==> config.mk <==
export PLATFORM = sky130hd
export DESIGN_NAME = pit_timer_flat
export DESIGN_NICKNAME = d
export VERILOG_FILES = /design/src/rtl/pit_timer_if.sv /design/src/rtl/pit_timer.sv /design/src/flat_wrapper.sv
export SDC_FILE = /design/constraint.sdc
export NUM_CORES = 1
export LEC_CHECK = 0
export BUFFER_PORTS_ARGS = -buffer_cell sky130_fd_sc_hd__buf_4
export CORE_MARGIN = 4
export CORE_UTILIZATION = 35
export DETAILED_ROUTE_END_ITERATION = 8
export PLACE_DENSITY = 0.59
export SYNTH_ARGS = -nofsm -noshare
export SYNTH_HDL_FRONTEND = slang
export SYNTH_SLANG_ARGS = --single-unit
==> constraint.sdc <==
create_clock -name clk -period 2.3 [get_ports clk]
set_input_delay 0.115 -clock clk [delete_from_list [all_inputs] [get_ports clk]]
set_output_delay 0.115 -clock clk [all_outputs]
set_load 0.005 [all_outputs]
==> src/rtl/pit_timer_if.sv <==
// Bus bundle between the I/O decoder and the programmable interval timer:
// write data and strobes, read enables, read-back data and the interrupt pulse.
interface pit_timer_if #(parameter int WIDTH = 16);
   logic [WIDTH-1:0] din;
   logic             pit0w;
   logic             pit1w;
   logic             pit0r;
   logic             pit1r;
   logic [WIDTH-1:0] dout;
   logic             douten;
   logic             tint;

   modport master (
      output din, pit0w, pit1w, pit0r, pit1r,
      input  dout, douten, tint
   );

   modport slave (
      input  din, pit0w, pit1w, pit0r, pit1r,
      output dout, douten, tint
   );
endinterface

==> src/rtl/pit_timer.sv <==
// Programmable interval timer: a prescaler feeding a divider, with a one-clock
// interrupt on divider expiry and a coherent prescaler/divider read-back.
module pit_timer #(
   parameter int WIDTH = 16
) (
   input logic   clk,
   input logic   resetl,
   pit_timer_if.slave bus
);

   logic [WIDTH-1:0] pre_rld;
   logic [WIDTH-1:0] div_rld;
   logic [WIDTH-1:0] pre_cnt;
   logic [WIDTH-1:0] div_cnt;
   logic [WIDTH-1:0] div_hold;
   logic             hold_vld;
   logic             pit0r_d;
   logic             tint_q;

   logic             run;
   logic             wr_any;
   logic             rd_start;

   assign run      = (pre_rld != '0);
   assign wr_any   = bus.pit0w | bus.pit1w;
   assign rd_start = bus.pit0r & ~pit0r_d;

   // Writes reload both stages and take precedence over counting, which also
   // swallows any expiry that would have landed on the same edge.
   always_ff @(posedge clk or negedge resetl) begin
      if (!resetl) begin
         pre_rld <= '0;
         div_rld <= '0;
         pre_cnt <= '0;
         div_cnt <= '0;
         tint_q  <= 1'b0;
      end else begin
         tint_q <= 1'b0;
         if (bus.pit0w && bus.pit1w) begin
            pre_rld <= bus.din;
            pre_cnt <= bus.din;
            div_rld <= bus.din;
            div_cnt <= bus.din;
         end else if (bus.pit0w) begin
            pre_rld <= bus.din;
            pre_cnt <= bus.din;
            div_cnt <= div_rld;
         end else if (bus.pit1w) begin
            div_rld <= bus.din;
            div_cnt <= bus.din;
            pre_cnt <= pre_rld;
         end else if (run) begin
            if (pre_cnt != '0) begin
               pre_cnt <= pre_cnt - WIDTH'(1);
            end else begin
               pre_cnt <= pre_rld;
               if (div_cnt != '0) begin
                  div_cnt <= div_cnt - WIDTH'(1);
               end else begin
                  div_cnt <= div_rld;
                  tint_q  <= 1'b1;
               end
            end
         end
      end
   end

   // Snapshot the divider at the start of a prescaler read so the following
   // divider read pairs with the prescaler value just returned.
   always_ff @(posedge clk or negedge resetl) begin
      if (!resetl) begin
         pit0r_d  <= 1'b0;
         div_hold <= '0;
         hold_vld <= 1'b0;
      end else begin
         pit0r_d <= bus.pit0r;
         if (rd_start) begin
            div_hold <= div_cnt;
            hold_vld <= 1'b1;
         end else if (wr_any || (bus.pit1r && !bus.pit0r)) begin
            hold_vld <= 1'b0;
         end
      end
   end

   always_comb begin
      bus.dout = '0;
      if (bus.pit0r) begin
         bus.dout = pre_cnt;
      end else if (bus.pit1r) begin
         bus.dout = hold_vld ? div_hold : div_cnt;
      end
   end

   assign bus.douten = bus.pit0r | bus.pit1r;
   assign bus.tint   = tint_q;

endmodule

==> src/flat_wrapper.sv <==
// flat-port wrapper written by rule: the top's interface ports become plain ports
module pit_timer_flat 
#(
   parameter int WIDTH = 16
)
  (clk, resetl, bus_din, bus_pit0w, bus_pit1w, bus_pit0r, bus_pit1r, bus_dout, bus_douten, bus_tint);
  pit_timer_if #(.WIDTH(WIDTH)) bus_i ();
  input logic clk;
  input logic resetl;
  input wire logic [$bits(bus_i.din)-1:0] bus_din;
  input wire logic [$bits(bus_i.pit0w)-1:0] bus_pit0w;
  input wire logic [$bits(bus_i.pit1w)-1:0] bus_pit1w;
  input wire logic [$bits(bus_i.pit0r)-1:0] bus_pit0r;
  input wire logic [$bits(bus_i.pit1r)-1:0] bus_pit1r;
  output wire logic [$bits(bus_i.dout)-1:0] bus_dout;
  output wire logic [$bits(bus_i.douten)-1:0] bus_douten;
  output wire logic [$bits(bus_i.tint)-1:0] bus_tint;
  assign bus_i.din = bus_din;
  assign bus_i.pit0w = bus_pit0w;
  assign bus_i.pit1w = bus_pit1w;
  assign bus_i.pit0r = bus_pit0r;
  assign bus_i.pit1r = bus_pit1r;
  assign bus_dout = bus_i.dout;
  assign bus_douten = bus_i.douten;
  assign bus_tint = bus_i.tint;
  pit_timer #(.WIDTH(WIDTH)) u_core (.clk(clk), .resetl(resetl), .bus(bus_i));
endmodule
==> results of run 1 <==
layer usage:
layer | vias to the layer above | GRT usage | share of wire
met5 | - | 0 | 0
met1 | 2038 | 0.289 | 0.46
met4 | 0 | 0.0712 | 0.026
li1 | 1958 | - | -
met3 | 28 | 0.0413 | 0.075
met2 | 188 | 0.289 | 0.44
timing repair:
| item | CTS | global route |
|---|---|---|
| resized for setup | 0 | 2 |
| endpoints found under the hold margin | 42 | 0 |
| endpoints found under the setup margin | 0 | 3 |
| hold buffers | 2 | 0 |
worst max-delay path by stage:
stage,endpoint,depth (start not counted)
2_1_floorplan,u_core.pre_cnt[14]$_DFFE_PN0P_,7
3_3_place_gp,u_core.div_cnt[14]$_DFFE_PN0P_,5
3_5_place_dp,u_core.div_cnt[14]$_DFFE_PN0P_,5
4_1_cts,u_core.div_cnt[14]$_DFFE_PN0P_,5
5_1_grt,u_core.div_cnt[2]$_DFFE_PN0P_,5
6_report,u_core.pre_cnt[14]$_DFFE_PN0P_,5
critical path: stages, from the launching register on:
cell,delay (ns)
dfrtp_1,0.38
or4_4,0.58
or4b_1,0.50
xor2_1,0.19
a221oi_2,0.09
a221o_1,0.27
cells by family (layout without fill, tap and decap cells):
family,Yosys count,count (layout),share of synthesized area
and+or+nand+nor,177,177,0.192
AOI/OAI and AO/OA,123,123,0.174
DFF,83,83,0.441
buffers and inverters,54,116,0.0476
muxes,47,47,0.107
xor gates and xnor gates,15,15,0.0279
adders and majority gates,4,4,0.0106
metrics by stage:
step                      power, µW  worst slack, ns   util
after CTS                      4460           0.0518  0.438
after global placement         2730            0.141  0.410
after global routing           4660           0.0340  0.439
after floorplan                2350           0.0599      -
final                          4450            0.176  0.439
after detailed placement       2760           0.0431  0.410
registers in the layout, summed over array words and instances, names as in the netlist:
signal           cells
u_core.div_cnt      16
u_core.div_hold     16
u_core.div_rld      16
u_core.pre_cnt      16
u_core.pre_rld      16
u_core.bus.tint      1
u_core.hold_vld      1
u_core.pit0r_d       1
final cells by class:
type	count	area, µm²	share of cell area
Multi-Input combinational cell	366	2420	0.418
Sequential cell	83	2080	0.358
Timing Repair Buffer	85	668	0.115
Clock buffer	10	239	0.0412
Tap cell	176	220	0.0380
Clock inverter	6	113	0.0194
Inverter	15	56.3	0.00971
layout by cell type, fill, tap and decap left out, types with 4 or more instances in the layout:
| cell type | instances |
|---|---|
| a21oi_1 | 17 |
| a31oi_1 | 15 |
| buf_4 | 81 |
| clkbuf_16 | 9 |
| dfrtp_1 | 83 |
| ha_1 | 4 |
| inv_1 | 15 |
| mux2_2 | 28 |
| mux2i_1 | 19 |
| nand2_1 | 77 |
| nand2b_1 | 7 |
| nand3_1 | 14 |
| nand4_1 | 9 |
| nor2_1 | 22 |
| nor3_1 | 6 |
| nor4_1 | 14 |
| o211ai_1 | 6 |
| o21ai_0 | 38 |
| o22a_1 | 4 |
| o22ai_1 | 4 |
| xnor2_1 | 9 |
| xor2_1 | 6 |
report_power, final:
| group | internal [µW] | switching [µW] |
|---|---|---|
| registers | 1650 | 183 |
| logic | 434 | 479 |
| clock network | 1090 | 606 |
| total | 3180 | 1270 |
==> metrics.md, run 1 <==
| Metric | Value |
|---|---|
| Hold Vio Cnt, Final | `0` |
| DR WL/cell | `19.7 µm` |
| Worst Hold Depth | `1` |
| FMAX | `roughly 470 MHz` |
| Distinct cells, synth | `67` |
| R2R Path Start | `u_core.pre_cnt[12]$_DFFE_PN0P_` |
| DRT antenna net count | `0` |
| Worst reg2reg path depth | `5` |
| Max-slew headroom | `0.457` |
| Total CTS buffers | `9` |
| Clock Latency Late Sink | `0.34 ns` |
| # rows | `42` |
| Syn nets | `529` |
| Clock transition at path regs | `0.06 ns` |
| Inserted Diodes | `0` |
| # port buffers | `39` |
| # setup viols final | `0` |
| DR pass1 iterations | `5` |
| Root buf cell | `clkbuf_16` |
| Vias per inst | `5.68` |
| Area grow syn2layout | `23.2%` |
| Die Wd | `124 µm` |
| Postcts setup bufs | `0` |
| Std-Cell Core Area | `13200 µm²` |
| EDFF count, synth | `0` |
| Top Ports | `40` |
| Placer congestion estimate | `~0.88` |
| TNS Setup | `0 ns` |
| Mapped Cells | `503` |
| Critical path launch point type | `flop` |
| Syn Area/Cell | `slightly above 9 µm²` |
| DRC | `0` |
| Worst hold slack | `0.0195 ns` |
| Critical path origin | `u_core.pre_cnt[12]$_DFFE_PN0P_` |
| Peak VDD IR | `between 0.4 and 0.5 mV` |
| Capture point of the worst reg-to-reg path | `u_core.pre_cnt[14]$_DFFE_PN0P_` |
| Pleak | `~0.0025 µW` |
| Final Cycle Share | `0.924` |
| Die area | `15400 µm²` |
| Largest net degree at the start of global routing | `43` |
| Synth Flop Type | `dfrtp_1` |
| Most common library cells after synthesis | `dfrtp_1 (83), nand2_1 (77), o21ai_0 (38)` |
| CTS tree | `yes` |
| Vias in the first global route | `around 4200` |
| Most numerous cell in the Yosys netlist | `dfrtp_1` |
| Via count | `around 4200` |
| Share of layout cells above drive strength 1 | `0.246` |
| Cell taking the most area after synthesis | `dfrtp_1` |
| Routed WL | `14600 µm` |
| Clk_skew | `0.00707 ns` |
| Clk buf depth | `2` |
| Area fraction of the dominant cell type after synthesis | `0.441` |
| First DRT Iteration DRCs | `about 360` |
| Ys Warns | `0` |
| Worst-margin pin slew | `0.815 ns` |
| Layout Cells excl Fill | `741` |
| GR Util All Layers | `0.198` |
| WHS Endpoint | `u_core.pit0r_d$_DFF_PN0_` |
| Unrepaired setup endpoints after global routing | `false` |
| Status | `complete, no violations` |
| Critical hold path startpoint | `bus_pit0r` |
| R2R setup slack | `0.18 ns` |
| Initial core utilization | `0.357` |
| Inst Count DP | `723` |
| Post-DP HPWL | `10600 µm` |
| Final net count | `between 500 and 600` |
| Max Slew Vio Count | `0` |
| Synthesized area | `4710 µm²` |
| GRT overflow | `0` |
| Max-cap violations | `0` |
| First-pass GRT wire length | `approximately 23000 µm` |
| Crit path capture type | `flop` |
| CP Data Required Time | `2.52 ns` |
| Yosys reg bits | `83` |
| Filler Cell Count | `roughly 1300` |
| Total power density per cell area | `~770 nW/µm²` |
| Synth area leaders | `dfrtp_1 (44%), mux2_2 (6.7%), nand2_1 (6.1%)` |
| Initial antenna violation count | `0` |
| Hold Path Class | `in2reg` |
| DP Area | `5410 µm²` |
| Post-synth ARST share | `1.00` |
| Clk sinks | `83` |
| Htree depth | `3` |
| CP Max Fanout | `4` |
| Worst setup path class | `reg2reg` |
| Sequential area share after synthesis | `0.441` |
| Final min period | `between 2 and 2.5 ns` |
| Die Y | `124 µm` |
| Design area | `5800 µm²` |
| Data arrival time of the critical path | `2.35 ns` |
(Power assumes the default switching activity.)
==> run 2: changes to the inputs <==
CORE_UTILIZATION = 50   (was 35)
PLACE_DENSITY = 0.77   (was 0.59)
==> run 2 against run 1 <==
Cell area fell by 3.7%. Critical endpoint unchanged. Clock-buffer cell count did not move. Non-clock buffer count shrank 5. Flip-flop and latch count stayed put. Core utilization rose by 17 points. Final cell count shrank 9.4%. Critical path type unchanged. Worst setup slack worse by 0.076 ns. Register-to-register slack got worse by 0.08 ns. Wire length is 5.2% lower. Critical path depth unchanged. Maximum frequency down 3.4%.
==> metrics.md, run 2 (synthesis gave the netlist of run 1 again) <==
| Metric | Value |
|---|---|
| Status | `complete, no violations` |
| # port buffers | `39` |
| Clk buf depth | `2` |
| DRC | `0` |
| Hold Path Class | `in2reg` |
| Unrepaired setup endpoints after global routing | `false` |
| CP Data Required Time | `2.55 ns` |
| DP Area | `roughly 5300 µm²` |
| Capture point of the worst reg-to-reg path | `u_core.pre_cnt[14]$_DFFE_PN0P_` |
| First-pass GRT wire length | `22400 µm` |
| Crit-path slowest cell | `or4_4` |
| DRT antenna net count | `0` |
| # rows | `35` |
| Post-DP HPWL | `9900 µm` |
| Max stage delay on crit path | `approximately 0.58 ns` |
| Worst setup path class | `reg2reg` |
| Htree depth | `3` |
| Data arrival time of the critical path | `2.45 ns` |
| Worst-margin pin slew | `0.815 ns` |
| R2R setup slack | `about 0.1 ns` |
| Die Y | `105 µm` |
| Filler Cell Count | `759` |
| Top Ports | `40` |
| Clk_skew | `0.00922 ns` |
| Share of layout cells above drive strength 1 | `0.234` |
| Worst reg2reg path depth | `5` |
| Worst path cell trace | `or4_4, or4b_1, xor2_1, a221oi_2, a221o_1` |
| Critical hold path startpoint | `bus_din[3]` |
| GRT overflow | `0` |
| Clock Latency Late Sink | `0.36 ns` |
| Max-cap violations | `0` |
| # setup viols final | `0` |
| Crit path capture type | `flop` |
| Most common cell after layout, fill and taps aside | `dfrtp_1` |
| Area grow syn2layout | `18.6%` |
| Initial antenna violation count | `0` |
| Routed WL | `13800 µm` |
| Die area | `11000 µm²` |
| Hold Vio Cnt, Final | `0` |
| Inserted Diodes | `0` |
| Initial core utilization | `0.512` |
| Std-Cell Core Area | `9200 µm²` |
| CTS tree | `yes` |
| Most frequent cells in the layout | `dfrtp_1 (83), nand2_1 (77), buf_4 (74)` |
| TNS Setup | `0 ns` |
| Placer congestion estimate | `0.939` |
| Clock transition at path regs | `0.09 ns` |
| Clk sinks | `83` |
| Total CTS buffers | `9` |
| Total power density per cell area | `740 nW/µm²` |
| FMAX | `455 MHz` |
| Final Cycle Share | `0.956` |
| Vias per inst | `roughly 6.5` |
| Root buf cell | `clkbuf_8` |
| Via count | `4351` |
| DR WL/cell | `20.6 µm` |
| Largest net degree at the start of global routing | `43` |
| Max Slew Vio Count | `0` |
| R2R Path Start | `u_core.pre_cnt[12]$_DFFE_PN0P_` |
| Final min period | `roughly 2.2 ns` |
| Critical path launch point type | `flop` |
| Peak VDD IR | `0.451 mV` |
| DR pass1 iterations | `6` |
| Die Wd | `105 µm` |
| Design area | `between 5000 and 6000 µm²` |
| Final net count | `581` |
| Setup crit end | `u_core.pre_cnt[14]$_DFFE_PN0P_` |
| GR Util All Layers | `0.256` |
| Critical path origin | `u_core.pre_cnt[12]$_DFFE_PN0P_` |
| First DRT Iteration DRCs | `approximately 400` |
| Max-slew headroom | `0.456` |
| CP Max Fanout | `4` |
| Pleak | `0.00242 µW` |
| Vias in the first global route | `4349` |
-- run 2: how the worst min path moves through the flow --
| stage | endpoint | slack (ns) | depth (start not counted) |
|---|---|---|---|
| 2_1_floorplan | u_core.bus.tint$_DFF_PN0_ | -0.18 | 0 |
| 3_3_place_gp | u_core.div_cnt[13]$_DFFE_PN0P_ | 0.14 | 1 |
| 3_5_place_dp | u_core.div_cnt[13]$_DFFE_PN0P_ | 0.15 | 1 |
| 4_1_cts | u_core.pre_rld[5]$_DFFE_PN0P_ | 0.01 | 3 |
| 5_1_grt | u_core.div_rld[13]$_DFFE_PN0P_ | 0.008 | 2 |
| 6_report | u_core.div_rld[3]$_DFFE_PN0P_ | 0.02 | 2 |
-- run 2: critical path, delay by kind of cell, from the launching register on --
kind | cells | cell delay, ns
AO/OA/AOI/OAI | 2 | 0.39
AND/OR/NAND/NOR | 2 | 1.08
flip-flops | 1 | 0.39
XOR/XNOR | 1 | 0.23
-- run 2: stage by stage --
step / hold WS (ns) / utilization / worst slack, ns / total power (µW) / instances
2_1_floorplan: -0.181 / - / 0.0599 / 2350 / 503
3_3_place_gp: 0.137 / 0.571 / 0.157 / 2680 / 650
3_5_place_dp: 0.147 / 0.571 / 0.0729 / 2720 / 650
4_1_cts: 0.0110 / 0.605 / 0.0365 / 4120 / 671
5_1_grt: 0.00756 / 0.607 / 0.0452 / 4300 / 671
6_report: 0.0223 / 0.607 / 0.100 / 4130 / 671
-- run 2: area by class of cell --
type / count / area, µm² / share of cell area
multi-input cells: 366 / 2420 / 0.433
repair buffers: 80 / 626 / 0.112
inverters: 15 / 56.3 / 0.0101
flip-flops and latches: 83 / 2080 / 0.372
clock buffers: 10 / 128 / 0.0229
clock inverters: 6 / 136 / 0.0244
well taps: 111 / 139 / 0.0249
-- run 2: layer usage --
layer	vias up	wire, µm	global-route usage
met5	-	0	0
met4	0	369	0.0909
met3	47	1320	0.0797
met2	245	6370	0.395
met1	2124	5770	0.341
li1	1935	-	-
-- run 2: timing repair --
item / in CTS / in global routing
endpoints found under the setup margin: 0 / 8
setup buffers: 0 / 0
endpoints found under the hold margin: 45 / 0
resized for setup: 0 / 2
hold buffers: 5 / 0
-- run 2: power breakdown --
| group | leakage (µW) | internal [µW] | switching, µW | total, µW |
|---|---|---|---|---|
| Sequential | 0.000986 | 1650 | 184 | 1830 |
| Combinational | 0.00130 | 423 | 476 | 899 |
| Clock | 0.000127 | 836 | 561 | 1400 |
| Total | 0.00242 | 2910 | 1220 | 4130 |
==> run 3: changes to the inputs <==
PLACE_DENSITY = 0.81   (was 0.77)
==> run 3 against run 2 <==
Flip-flop and latch count unchanged. Clock power is 14% lower. Highest routed layer unchanged. Final cell count is 0.30% lower. Worst hold slack got worse by 0.017 ns. Global-route usage fell by 0.29 points. Core utilization down 0.63 points. Critical path type unchanged. Clock-buffer cell count increased by 1. First-iteration DRC count increased by 5.9%. Non-clock buffer count shrank 2. Power fell by 4.7%. Worst setup slack improved by 0.010 ns. Cell area shrank 1.0%.
==> metrics.md, run 3 (synthesis gave the netlist of run 1 again) <==
| Metric | Value |
|---|---|
| DRT antenna net count | `0` |
| Via count | `~4300` |
| Gr busiest metal | `met2` |
| Most frequent cells in the layout | `dfrtp_1 (83), nand2_1 (77), buf_4 (73)` |
| GR Util met1 | `0.368` |
| First DRT Iteration DRCs | `431` |
| Data arrival time of the critical path | `2.44 ns` |
| Clock Latency Late Sink | `0.37 ns` |
| Inserted Diodes | `0` |
| CTS tree | `yes` |
| Max-slew headroom | `0.457` |
| Die area | `11000 µm²` |
| # port buffers | `39` |
| Critical path launch point type | `flop` |
| Die Y | `105 µm` |
| Worst setup path class | `reg2reg` |
| R2R setup slack | `0.11 ns` |
| Htree depth | `3` |
| Top Ports | `40` |
| # setup viols final | `0` |
| Postcts setup bufs | `0` |
| R2R Path Start | `u_core.pre_cnt[12]$_DFFE_PN0P_` |
| # rows | `35` |
| Worst path cell trace | `or4_4, nor4_2, a31o_2, buf_4, nand2_1, o22a_1` |
| Clk sinks | `between 80 and 90` |
| First-pass GRT wire length | `22300 µm` |
| Max Slew Vio Count | `0` |
| Unrepaired setup endpoints after global routing | `false` |
| Worst-margin pin slew | `0.815 ns` |
| CP Data Required Time | `2.56 ns` |
| CP Max Fanout | `14` |
| FMAX | `457 MHz` |
| Pleak | `0.00239 µW` |
| Capture point of the worst reg-to-reg path | `u_core.div_cnt[13]$_DFFE_PN0P_` |
| Hold Vio Cnt, Final | `0` |
| Final Cycle Share | `0.952` |
| GRT overflow | `0` |
| DR WL/cell | `20.4 µm` |
| Worst Hold Depth | `3` |
| TNS Setup | `0 ns` |
| Worst hold slack | `0.00496 ns` |
| Filler Cell Count | `779` |
| Sum of buffers and inverters on the critical path | `1` |
| Std-Cell Core Area | `around 9000 µm²` |
| Vias per inst | `6.47` |
| DR pass1 iterations | `5` |
| Top Family by Delay on Critical Path | `simple AND/OR/NAND/NOR gates` |
| Clock transition at path regs | `0.08 ns` |
| Critical hold path startpoint | `bus_din[1]` |
| Multi-input logic area | `2410 µm²` |
| Post-DP HPWL | `9880 µm` |
| M2 GR Usage | `0.374` |
| Clk buf depth | `2` |
| GR Util All Layers | `0.253` |
| Register area | `between 2000 and 2500 µm²` |
| DRC | `0` |
| Root buf cell | `clkbuf_8` |
| Placer congestion estimate | `0.889` |
| Most common cell after layout, fill and taps aside | `dfrtp_1` |
| Design area | `~5500 µm²` |
| Share of layout cells above drive strength 1 | `0.235` |
| Status | `complete, no violations` |
| WHS Endpoint | `u_core.pre_rld[1]$_DFFE_PN0P_` |
| Peak VDD IR | `0.355 mV` |
| Clk_skew | `0.00870 ns` |
| Die Wd | `105 µm` |
| DP Area | `~5200 µm²` |
| Initial antenna violation count | `0` |
| Max stage delay on crit path | `0.58 ns` |
| Initial core utilization | `0.512` |
| Critical path origin | `u_core.pre_cnt[12]$_DFFE_PN0P_` |
| GRT met3 Usage | `0.0395` |
| Hold Path Class | `in2reg` |
| Worst reg2reg path depth | `6` |
| Max-cap violations | `0` |
| Final min period | `2.19 ns` |
| Area grow syn2layout | `17.3%` |
| Total power density per cell area | `712 nW/µm²` |
| Crit-path slowest cell | `or4_4` |
| Vias in the first global route | `4249` |
| Final net count | `579` |
| Total CTS buffers | `9` |
| Largest net degree at the start of global routing | `43` |
| Routed WL | `13600 µm` |
| Crit path capture type | `flop` |
-- run 3: repair_timing --
action,4_1_cts,5_1_grt
gates resized for setup,0,2
endpoints found under the hold margin,44,0
hold buffers,4,0
setup endpoints to repair,0,4
-- run 3: area by class of cell --
class | instances | area share
Inverter | 15 | 0.0102
Multi-Input combinational cell | 366 | 0.437
Timing Repair Buffer | 78 | 0.110
Tap cell | 111 | 0.0251
Clock buffer | 11 | 0.0256
Clock inverter | 5 | 0.0156
Sequential cell | 83 | 0.376
-- run 3: power breakdown --
group / switching, µW / internal (µW)
Combinational: 459 / 420
Sequential: 196 / 1650
Clock: 563 / 648
-- run 3: worst register-to-register path, cell delays in order (launching register included) --
cell and delay [ns]:
dfrtp_1 0.40, or4_4 0.58, nor4_2 0.34, a31o_2 0.31
buf_4 0.22, nand2_1 0.08, o22a_1 0.16
-- run 3: stage by stage --
stage	std cells	util	setup WS, ns	total power, µW
after floorplan	503	-	0.0599	2350
after global placement	649	0.570	0.179	2670
after detailed placement	649	0.570	0.0888	2720
after CTS	669	0.600	0.0714	3920
after global routing	669	0.601	0.0200	4100
final	669	0.601	0.110	3930
-- run 3: how the worst max path moves through the flow --
stage                                      to  slack, ns  depth (start not counted)
2_1_floorplan  u_core.pre_cnt[14]$_DFFE_PN0P_       0.06                          7
3_3_place_gp   u_core.pre_cnt[13]$_DFFE_PN0P_       0.18                          5
3_5_place_dp   u_core.pre_cnt[12]$_DFFE_PN0P_       0.09                          6
4_1_cts        u_core.pre_cnt[12]$_DFFE_PN0P_       0.07                          6
5_1_grt        u_core.div_cnt[15]$_DFFE_PN0P_       0.02                          6
6_report       u_core.div_cnt[13]$_DFFE_PN0P_       0.11                          6
-- run 3: layer usage --
layer | vias up | part of all wire
li1 | 1932 | -
met1 | 2087 | 0.42
met2 | 266 | 0.45
met3 | 44 | 0.10
met4 | 0 | 0.033
met5 | - | 0
